===== config.mk =====
export PLATFORM = sky130hd
export DESIGN_NAME = keccak_squeeze_ctrl
export DESIGN_NICKNAME = d
export VERILOG_FILES = /design/src/rtl/keccak_pkg.sv /design/src/rtl/keccak_squeeze_ctrl.sv
export SDC_FILE = /design/constraint.sdc
export NUM_CORES = 1
export LEC_CHECK = 0
export ABC_AREA = 1
export CAP_MARGIN = 20
export CORE_MARGIN = 8
export CORE_UTILIZATION = 53
export DETAILED_ROUTE_END_ITERATION = 12
export GPL_ROUTABILITY_DRIVEN = 0
export HOLD_SLACK_MARGIN = 0.1
export PLACE_DENSITY = 0.93
export SLEW_MARGIN = 15
export SYNTH_ARGS = -nofsm -noshare
export SYNTH_HDL_FRONTEND = slang
export SYNTH_SLANG_ARGS = --single-unit

===== constraint.sdc =====
create_clock -name clk -period 5.85 [get_ports clk]
set_input_delay 1.17 -clock clk [delete_from_list [all_inputs] [get_ports clk]]
set_output_delay 1.17 -clock clk [all_outputs]
set_load 0.02 [all_outputs]

===== src/rtl/keccak_pkg.sv =====
// rtl/keccak_pkg.sv - shared Keccak engine widths, mode encodings and squeeze FSM states
package keccak_pkg;

  localparam int DWIDTH            = 256;
  localparam int BEAT_BYTES        = DWIDTH / 8;
  localparam int MODE_SEL_WIDTH    = 2;
  localparam int RATE_WIDTH        = 11;
  localparam int BYTE_ABSORB_WIDTH = 8;

  localparam logic [MODE_SEL_WIDTH-1:0] MODE_SHA3_256 = 2'd0;
  localparam logic [MODE_SEL_WIDTH-1:0] MODE_SHA3_512 = 2'd1;
  localparam logic [MODE_SEL_WIDTH-1:0] MODE_SHAKE128 = 2'd2;
  localparam logic [MODE_SEL_WIDTH-1:0] MODE_SHAKE256 = 2'd3;

  typedef enum logic [1:0] {
    SQ_IDLE,
    SQ_SQUEEZE,
    SQ_PERM_REQ,
    SQ_PERM_WAIT
  } squeeze_state_t;

  // XOF modes are the only ones with a programmable length or an external stop
  function automatic logic is_shake(input logic [MODE_SEL_WIDTH-1:0] mode);
    return (mode == MODE_SHAKE128) || (mode == MODE_SHAKE256);
  endfunction

endpackage


===== src/rtl/keccak_squeeze_ctrl.sv =====
// rtl/keccak_squeeze_ctrl.sv - squeeze-phase sequencer: beat handshake, re-permutation and termination
module keccak_squeeze_ctrl
  import keccak_pkg::*;
#(
  parameter int XOF_LEN_WIDTH = 16
) (
  input  logic                         clk,
  input  logic                         rst_n,
  input  logic                         start_i,
  input  logic [MODE_SEL_WIDTH-1:0]    keccak_mode_i,
  input  logic [RATE_WIDTH-1:0]        rate_i,
  input  logic [XOF_LEN_WIDTH-1:0]     xof_len_i,
  input  logic                         stop_i,
  input  logic [BYTE_ABSORB_WIDTH-1:0] ou_bytes_next_i,
  input  logic                         ou_perm_needed_i,
  input  logic [BEAT_BYTES-1:0]        ou_keep_i,
  input  logic                         ou_last_i,
  output logic [BYTE_ABSORB_WIDTH-1:0] bytes_squeezed_o,
  output logic                         out_valid_o,
  input  logic                         out_ready_i,
  output logic [BEAT_BYTES-1:0]        out_keep_o,
  output logic                         out_last_o,
  output logic                         perm_req_o,
  input  logic                         perm_done_i,
  output logic                         busy_o,
  output logic                         done_o
);

  localparam int RB_WIDTH = RATE_WIDTH - 3;

  squeeze_state_t               state_q, state_d;
  logic [MODE_SEL_WIDTH-1:0]    mode_q, mode_d;
  logic [RB_WIDTH-1:0]          rate_bytes_q, rate_bytes_d;
  logic [XOF_LEN_WIDTH-1:0]     xof_len_q, xof_len_d;
  logic [BYTE_ABSORB_WIDTH-1:0] cnt_q, cnt_d;
  logic [XOF_LEN_WIDTH-1:0]     total_q, total_d;
  logic                         stop_pend_q, stop_pend_d;
  logic                         done_q, done_d;

  logic                         shake_q;
  logic [XOF_LEN_WIDTH-1:0]     beat_bytes;
  logic [XOF_LEN_WIDTH-1:0]     len_rem;
  logic [XOF_LEN_WIDTH:0]       total_sum;
  logic [XOF_LEN_WIDTH-1:0]     total_sat;
  logic                         len_hit;
  logic                         last_beat;
  logic                         accept;
  logic                         unused_rate_bits;

  // Rate is always a whole number of bytes; the sub-byte bits carry no information
  assign unused_rate_bits = ^rate_i[2:0];

  // Keep only the lowest n bytes of a beat
  function automatic logic [BEAT_BYTES-1:0] low_mask(input logic [XOF_LEN_WIDTH-1:0] n);
    logic [BEAT_BYTES-1:0] m;
    for (int i = 0; i < BEAT_BYTES; i++) begin
      m[i] = (XOF_LEN_WIDTH'(i) < n);
    end
    return m;
  endfunction

  assign shake_q    = is_shake(mode_q);
  // A rate-draining beat only carries what is left of the rate block
  assign beat_bytes = ou_perm_needed_i
                    ? (XOF_LEN_WIDTH'(rate_bytes_q) - XOF_LEN_WIDTH'(cnt_q))
                    : XOF_LEN_WIDTH'(BEAT_BYTES);
  assign len_rem    = xof_len_q - total_q;
  assign len_hit    = shake_q && (xof_len_q != '0) && (len_rem <= beat_bytes);
  assign last_beat  = (!shake_q && ou_last_i) || len_hit || stop_pend_q;
  assign total_sum  = {1'b0, total_q} + {1'b0, beat_bytes};
  assign total_sat  = total_sum[XOF_LEN_WIDTH] ? '1 : total_sum[XOF_LEN_WIDTH-1:0];

  assign out_valid_o      = (state_q == SQ_SQUEEZE);
  assign accept           = out_valid_o && out_ready_i;
  assign out_keep_o       = !out_valid_o ? '0 : (len_hit ? (ou_keep_i & low_mask(len_rem)) : ou_keep_i);
  assign out_last_o       = out_valid_o && last_beat;
  assign bytes_squeezed_o = cnt_q;
  assign perm_req_o       = (state_q == SQ_PERM_REQ);
  assign busy_o           = (state_q != SQ_IDLE);
  assign done_o           = done_q;

  // Next-state: stream sequencing, counters and stop bookkeeping
  always_comb begin
    state_d      = state_q;
    mode_d       = mode_q;
    rate_bytes_d = rate_bytes_q;
    xof_len_d    = xof_len_q;
    cnt_d        = cnt_q;
    total_d      = total_q;
    stop_pend_d  = stop_pend_q;
    done_d       = 1'b0;

    if (state_q != SQ_IDLE && shake_q && stop_i) begin
      stop_pend_d = 1'b1;
    end

    case (state_q)
      SQ_IDLE: begin
        if (start_i) begin
          mode_d       = keccak_mode_i;
          rate_bytes_d = rate_i[RATE_WIDTH-1:3];
          xof_len_d    = xof_len_i;
          cnt_d        = '0;
          total_d      = '0;
          stop_pend_d  = 1'b0;
          state_d      = SQ_SQUEEZE;
        end
      end
      SQ_SQUEEZE: begin
        if (accept) begin
          total_d = total_sat;
          if (last_beat) begin
            // Last beat takes priority over a rate drain on the same beat
            state_d     = SQ_IDLE;
            done_d      = 1'b1;
            stop_pend_d = 1'b0;
          end else if (ou_perm_needed_i) begin
            state_d = SQ_PERM_REQ;
          end else begin
            cnt_d = ou_bytes_next_i;
          end
        end
      end
      SQ_PERM_REQ: begin
        cnt_d   = '0;
        state_d = SQ_PERM_WAIT;
      end
      SQ_PERM_WAIT: begin
        if (perm_done_i) begin
          if (stop_pend_q) begin
            state_d     = SQ_IDLE;
            done_d      = 1'b1;
            stop_pend_d = 1'b0;
          end else begin
            state_d = SQ_SQUEEZE;
          end
        end
      end
      default: state_d = SQ_IDLE;
    endcase
  end

  // State and datapath registers
  always_ff @(posedge clk or negedge rst_n) begin
    if (!rst_n) begin
      state_q      <= SQ_IDLE;
      mode_q       <= '0;
      rate_bytes_q <= '0;
      xof_len_q    <= '0;
      cnt_q        <= '0;
      total_q      <= '0;
      stop_pend_q  <= 1'b0;
      done_q       <= 1'b0;
    end else begin
      state_q      <= state_d;
      mode_q       <= mode_d;
      rate_bytes_q <= rate_bytes_d;
      xof_len_q    <= xof_len_d;
      cnt_q        <= cnt_d;
      total_q      <= total_d;
      stop_pend_q  <= stop_pend_d;
      done_q       <= done_d;
    end
  end

endmodule


# Yosys cells after proc, flatten, opt, wreduce, memory -nomap -nowiden
# Cells that the tools add are included.
[word_totals]
reg_bits = 54
in_bits = 77
output_inout_bits = 45
elab_cells = 107
[op_classes]
add_sub_neg = 3
n_lt_le_gt_ge = 33
n_eq_ne = 11
muxes = 31
n_bitwise = 1
n_reduce_logical = 20
[ops]
columns = ["operator", "count"]
rows = [
  ["less-than comparator 5 x 16 -> 1 bit (first input constant)", 16],
  ["less-than comparator 4 x 16 -> 1 bit (first input constant)", 8],
  ["less-than comparator 3 x 16 -> 1 bit (first input constant)", 4],
  ["2-to-1 mux 16 bit", 4],
  ["2-to-1 mux 32 bit", 2],
  ["AND 32 bit", 1],
  ["less-than comparator 1 x 16 -> 1 bit (first input constant)", 2],
  ["less-than comparator 2 x 16 -> 1 bit (first input constant)", 2],
  ["2-to-1 mux 8 bit", 4],
  ["case mux 16 bit (2 select lines)", 1],
  ["case mux 8 bit (3 select lines)", 1],
  ["adder 16 x 16 -> 17 bit", 1],
  ["<= comparator 16 bit", 1],
  ["nonzero test 16 bit", 1],
  ["subtractor 16 bit", 1],
  ["2-to-1 mux 1 bit", 11],
  ["2-to-1 mux 2 bit", 5],
  ["subtractor 8 x 8 -> 9 bit", 1],
  ["equality test 2 bit (second input constant)", 4],
  ["!= test 2 bit (second input constant)", 4],
  ["case mux 2 bit (4 select lines)", 1],
  ["logical AND 1 bit", 7],
  ["AND reduction 5 bit", 1],
  ["AND reduction 4 bit", 1],
  ["other kinds (12)", 15],
]

# Depth between registers and ports, before layout
# Gate-level depths: netlist of the first run.
[depth]
word_depth = 9
depth_mapped = 29
mapped_depth_nobuf = 28

# Worst setup path after synthesis of the first run
# No wires, ideal clock.
[synth_path]
kind = "register to output"
start = "register cnt_q[2], in the netlist bytes_squeezed_o[2]"
end = "output out_keep_o[28]"
arrival_ps = 3816
t_required_ps = 4680
path_slack_ps = 864
stages_incl_launch_ff = 29
path_buffers = 1
path_cell_list = "dfrtp_1 > inv_1 > ha_1 > inv_1 > nor2_1 > o21ai_0 > nand2_1 > nand2_1 > nand2_1 > a21oi_1 > nor2_1 > o21ai_0 > nand2_1 > nor2_1 > inv_1 > ha_1 > nand2_1 > nand2_1 > nand3_1 > a21oi_1 > nor2_1 > nand2_1 > nand2_1 > nand2_1 > inv_1 > clkbuf_1 > o21ai_0 > nor2_1 > nor2_1"
[synth_between]
elab_chain_len = 6
[synth_lines]
columns = ["item", "line", "text"]
rows = [
  ["from (decl)", "keccak_squeeze_ctrl.sv:35", "logic [BYTE_ABSORB_WIDTH-1:0] cnt_q, cnt_d;"],
  ["from (signal assigned)", "keccak_squeeze_ctrl.sv:159", "cnt_q <= cnt_d;"],
  ["subtractor 8 x 8 -> 9 bit", "keccak_squeeze_ctrl.sv:65", "? (XOF_LEN_WIDTH'(rate_bytes_q) - XOF_LEN_WIDTH'(cnt_q))"],
  ["2-to-1 mux 16 bit", "keccak_squeeze_ctrl.sv:65", ""],
  ["<= comparator 16 bit", "keccak_squeeze_ctrl.sv:68", "assign len_hit = shake_q && (xof_len_q != '0) && (len_rem <= beat_bytes);"],
  ["logical AND 1 bit", "keccak_squeeze_ctrl.sv:68", ""],
  ["2-to-1 mux 32 bit (2 in series)", "keccak_squeeze_ctrl.sv:75", "assign out_keep_o = !out_valid_o ? '0 : (len_hit ? (ou_keep_i & low_mask(len_rem)) : ou_keep_i);"],
  ["to (decl)", "keccak_squeeze_ctrl.sv:21", "output logic [BEAT_BYTES-1:0] out_keep_o,"],
]
# Every way passes these cells.

# Worst setup path in the final report of the first run
[layout_path]
start = "register cnt_q[2], in the netlist bytes_squeezed_o[2]"
end = "output out_keep_o[17]"
# Same word-level chain as after synthesis.

==> metrics.md, run 1 <==
| Metric | Value |
|---|---|
| Final routed wire length divided by cell count | `between 10 and 15 um` |
| Fraction of final layout cells sized beyond drive strength 1 | `7.40%` |
| Slowest cell delay on critical path | `between 500 and 600 ps` |
| Final worst setup slack | `382 ps` |
| Required arrival time at the worst endpoint | `approximately 4700 ps` |
| Critical-path maximum fanout | `13` |
| Adder and majority gate portion of the synthesized area | `13.4%` |
| Final count of hold timing violations | `0` |
| CP Data Arrival Time | `approximately 4300 ps` |
| Count of TritonRoute iterations in the first routing pass | `5` |
| Placement row count | `37` |
| Reg2reg start | `bytes_squeezed_o[0]` |
| Proportion of synthesized area in mux cells | `4.03%` |
| Vias per cell | `5.19` |
| Worst-case hold path end point | `rate_bytes_q[4]` |
| Clock Pin Slew Worst Setup and Hold Paths | `100 ps` |
| Outcome | `completed` |
| Master cell of the clock root buffer | `sky130_fd_sc_hd__clkbuf_8` |
| Worst slack, placed | `298 ps` |
| Post-CTS Hold Fix Bufs | `0` |
| Die Outline Area | `approximately 14000 um2` |
| Portion of the post-synthesis area used by sequential elements | `23.7%` |
| Post-layout instance area | `slightly above 7000 um2` |
| Highest clock frequency the design can meet | `about 180 MHz` |
| Slack of the worst reg-to-reg path | `1660 ps` |
| First-pass GRT wire length | `25200 um` |
| Post-Synthesis Cells | `878` |
| Count leader, synth | `sky130_fd_sc_hd__nand2_1` |
| XOR/XNOR Fraction of Synth Area | `2.17%` |
| Hold Path Depth | `1` |
| Fraction of registers with async set/reset | `100%` |
| Synth area leaders | `sky130_fd_sc_hd__dfrtp_1 24%, sky130_fd_sc_hd__nand2_1 18%, sky130_fd_sc_hd__ha_1 12%` |
| Min-delay worst type | `reg2reg` |
| Number of synthesized register bits | `53` |
| Drt first-iter violations | `between 300 and 400` |
| Fraction of the mapped netlist area in compound gates | `10.2%` |
| Type of element launching the critical path | `flop` |
| Total setup violations reported at the end of the flow | `0` |
| FF-to-FF path depth | `21` |
| Die Ht | `about 120 um` |
| Post-DP Area | `6920 um2` |
| Max Cap Viol | `0` |
| Vias in the first global route | `5623` |
| TritonCTS Buffers | `5` |
| Most numerous cell on the critical path | `sky130_fd_sc_hd__nand2_1` |
| Post-detailed-route DRC marker count | `0` |
| Total number of nets in the final design | `1134` |
| Starting utilization of the core area | `roughly 54%` |
| Distinct cell type count after synthesis | `44` |
| Most common flop cell mapped by yosys | `sky130_fd_sc_hd__dfrtp_1` |
| Total overflow reported by the global router | `0` |
| Growth of design area from synthesis to finish | `27.8%` |
| Worst hold slack | `519 ps` |
| Actual transition at the worst max-transition pin | `697 ps` |
| Post-layout util | `69.5%` |
| Floorplan core area | `10300 um2` |
| IO Count | `122` |
| Largest family of logic cells by synthesized area | `simple AND/OR/NAND/NOR gates` |
| Post-Route Skew | `9.85 ps` |
| Worst-case headroom to the max-slew limit | `between 50% and 60%` |
| Startpoint-to-endpoint class of the critical path | `reg2out` |
| Maximum level of the CTS H-tree | `2` |
| Sink Count | `53` |
| Largest net degree at the start of global routing | `54` |
| Number of antenna violations at the first check in global routing | `0` |
| Basic-gate share of the synthesized area counting and, or, nand and nor cells | `around 36%` |
| Antenna diode count | `0` |
| Reg2Reg Capture Point | `total_q[13]` |
| Detailed placer's ending HPWL | `12500 um` |
| Antenna-violating nets left | `0` |
| Mean area per synthesized cell | `between 6 and 7 um2` |
| Total global-route track usage | `20.9%` |
| Final period util | `between 90% and 100%` |
| Crit path capture type | `output port` |
| Netlist area before placement | `5590 um2` |
| Slew Limit Fails | `0` |
| Yosys top cell by area | `sky130_fd_sc_hd__dfrtp_1` |
| Min cycle time layout | `5470 ps` |
| Clock Latency Late Sink | `between 300 and 400 ps` |
| Total detailed-routing wirelength | `roughly 15000 um` |
| Total of buffers placed on input and output ports | `117` |
| Vias | `5899` |
| Number of synthesized flops with an enable pin | `0` |
| Worst-path cell with the longest stage delay | `sky130_fd_sc_hd__clkdlybuf4s50_1` |
| Warnings, synthesis | `0` |
| Worst Hold Launch | `rate_bytes_q[4]` |
| Syn Nets | `1013` |
| List of most frequent post-synthesis cells | `263 x sky130_fd_sc_hd__nand2_1, 133 x sky130_fd_sc_hd__inv_1, 127 x sky130_fd_sc_hd__nor2_1` |
| Share of the synthesized area in the top cell type | `23.7%` |
| CTS max path bufs | `2` |
| Die extent in x | `around 120 um` |
| TritonCTS clock tree | `built` |
timing repair:
item / in CTS / in global routing
gates resized for setup: 0 / 37
endpoints found under the setup margin: 0 / 33
buffers inserted: 0 / 3
layout by cell type (no fill, tap or decap), types with 2 or more instances in the layout:
| cell | instances |
|---|---|
| sky130_fd_sc_hd__xnor2_1 | 6 |
| sky130_fd_sc_hd__nand3b_1 | 7 |
| sky130_fd_sc_hd__or2_2 | 2 |
| sky130_fd_sc_hd__nor2_1 | 123 |
| sky130_fd_sc_hd__nand2_1 | 263 |
| sky130_fd_sc_hd__o21ai_1 | 2 |
| sky130_fd_sc_hd__nor3_1 | 5 |
| sky130_fd_sc_hd__a21o_1 | 3 |
| sky130_fd_sc_hd__a31oi_1 | 3 |
| sky130_fd_sc_hd__nand2_2 | 6 |
| sky130_fd_sc_hd__buf_4 | 11 |
| sky130_fd_sc_hd__fa_1 | 3 |
| sky130_fd_sc_hd__nand3_1 | 43 |
| sky130_fd_sc_hd__ha_1 | 55 |
| sky130_fd_sc_hd__dlymetal6s2s_1 | 30 |
| sky130_fd_sc_hd__a21oi_2 | 3 |
| sky130_fd_sc_hd__inv_2 | 2 |
| sky130_fd_sc_hd__mux2_2 | 20 |
| sky130_fd_sc_hd__inv_1 | 131 |
| sky130_fd_sc_hd__nor2_2 | 10 |
| sky130_fd_sc_hd__xor2_1 | 6 |
| sky130_fd_sc_hd__o21ai_0 | 42 |
| sky130_fd_sc_hd__nand4_1 | 13 |
| sky130_fd_sc_hd__clkbuf_8 | 5 |
| sky130_fd_sc_hd__a21oi_1 | 43 |
| sky130_fd_sc_hd__clkdlybuf4s50_1 | 86 |
| sky130_fd_sc_hd__dfrtp_1 | 53 |
| sky130_fd_sc_hd__nor2_4 | 3 |
layer usage:
layer  vias up  track usage [%]  share of wire [%]
met2       171             38.5                 50
met1      2674             24.2                 43
met3        27             3.38                4.9
met4         0             6.17                2.3
met5         -                0                  0
li1       3027                -                  -
logic make-up (layout without fill, tap and decap cells):
logic type | after synthesis | after routing
flip-flops | 53 | 53
multiplexers | 20 | 20
AO/OA/AOI/OAI | 104 | 104
buffers and inverters | 149 | 271
XOR/XNOR | 13 | 13
AND/OR/NAND/NOR | 481 | 481
adder cells (fa/ha/maj) | 58 | 58
worst max-delay path by stage:
stage                         from             end  slack [ps]  cells past startpoint
2_1_floorplan  bytes_squeezed_o[2]  out_keep_o[28]         860                     28
4_1_cts        bytes_squeezed_o[2]   out_keep_o[4]          30                     26
3_3_place_gp      ou_perm_needed_i   out_keep_o[4]         330                     16
5_1_grt        bytes_squeezed_o[2]  out_keep_o[17]          -4                     26
3_5_place_dp      ou_perm_needed_i   out_keep_o[4]         300                     16
6_report       bytes_squeezed_o[2]  out_keep_o[17]         380                     26
stage by stage:
| step | setup TNS (ps) | cells |
|---|---|---|
| after floorplan | 0 | 878 |
| after CTS | 0 | 1133 |
| after detailed placement | 0 | 1125 |
| after global placement | 0 | 1125 |
| final | 0 | 1136 |
| after global routing | -4.01 | 1136 |
worst max-delay path, delay by kind of cell, from the launching register on:
family | cells | cell delay (ps)
adders and majority gates | 2 | 680
AOI/OAI and AO/OA | 5 | 680
DFF | 1 | 390
buffers and inverters | 5 | 950
and+or+nand+nor | 14 | 1250
layout make-up:
type	count	area [um2]
tap	136	170
clock buffer	5	68.8
inverter	135	509
sequential	53	1330
clock inverter	3	43.8
fill	864	3130
multi-input combinational	676	3700
timing repair buffer	128	1320
state kept, by name, indices dropped and copies added (netlist names), named ones only:
signal and cells:
done_o 1, bytes_squeezed_o 8, state_q 1, stop_pend_q 1, xof_len_q 16, total_q 16, rate_bytes_q 8, mode_q 1
Power of run 1 is left out: the tool's default activity adds up to more than one toggle a clock period on the data nets, which glitch-free logic cannot reach.
==> run 2, diff against run 1 <==
Settings changed: HOLD_SLACK_MARGIN 0.1 to 0.06.
==> results of run 2 <==
The final DEF is identical to that of run 1; final timing and power are the same.
Power of run 2 is left out for the same reason.
==> run 3, diff against run 2 <==
Settings changed: SLEW_MARGIN 15 to 0.
==> results of run 3 <==
The final DEF is identical to that of run 1; final timing and power are the same.
Power of run 3 is left out for the same reason.
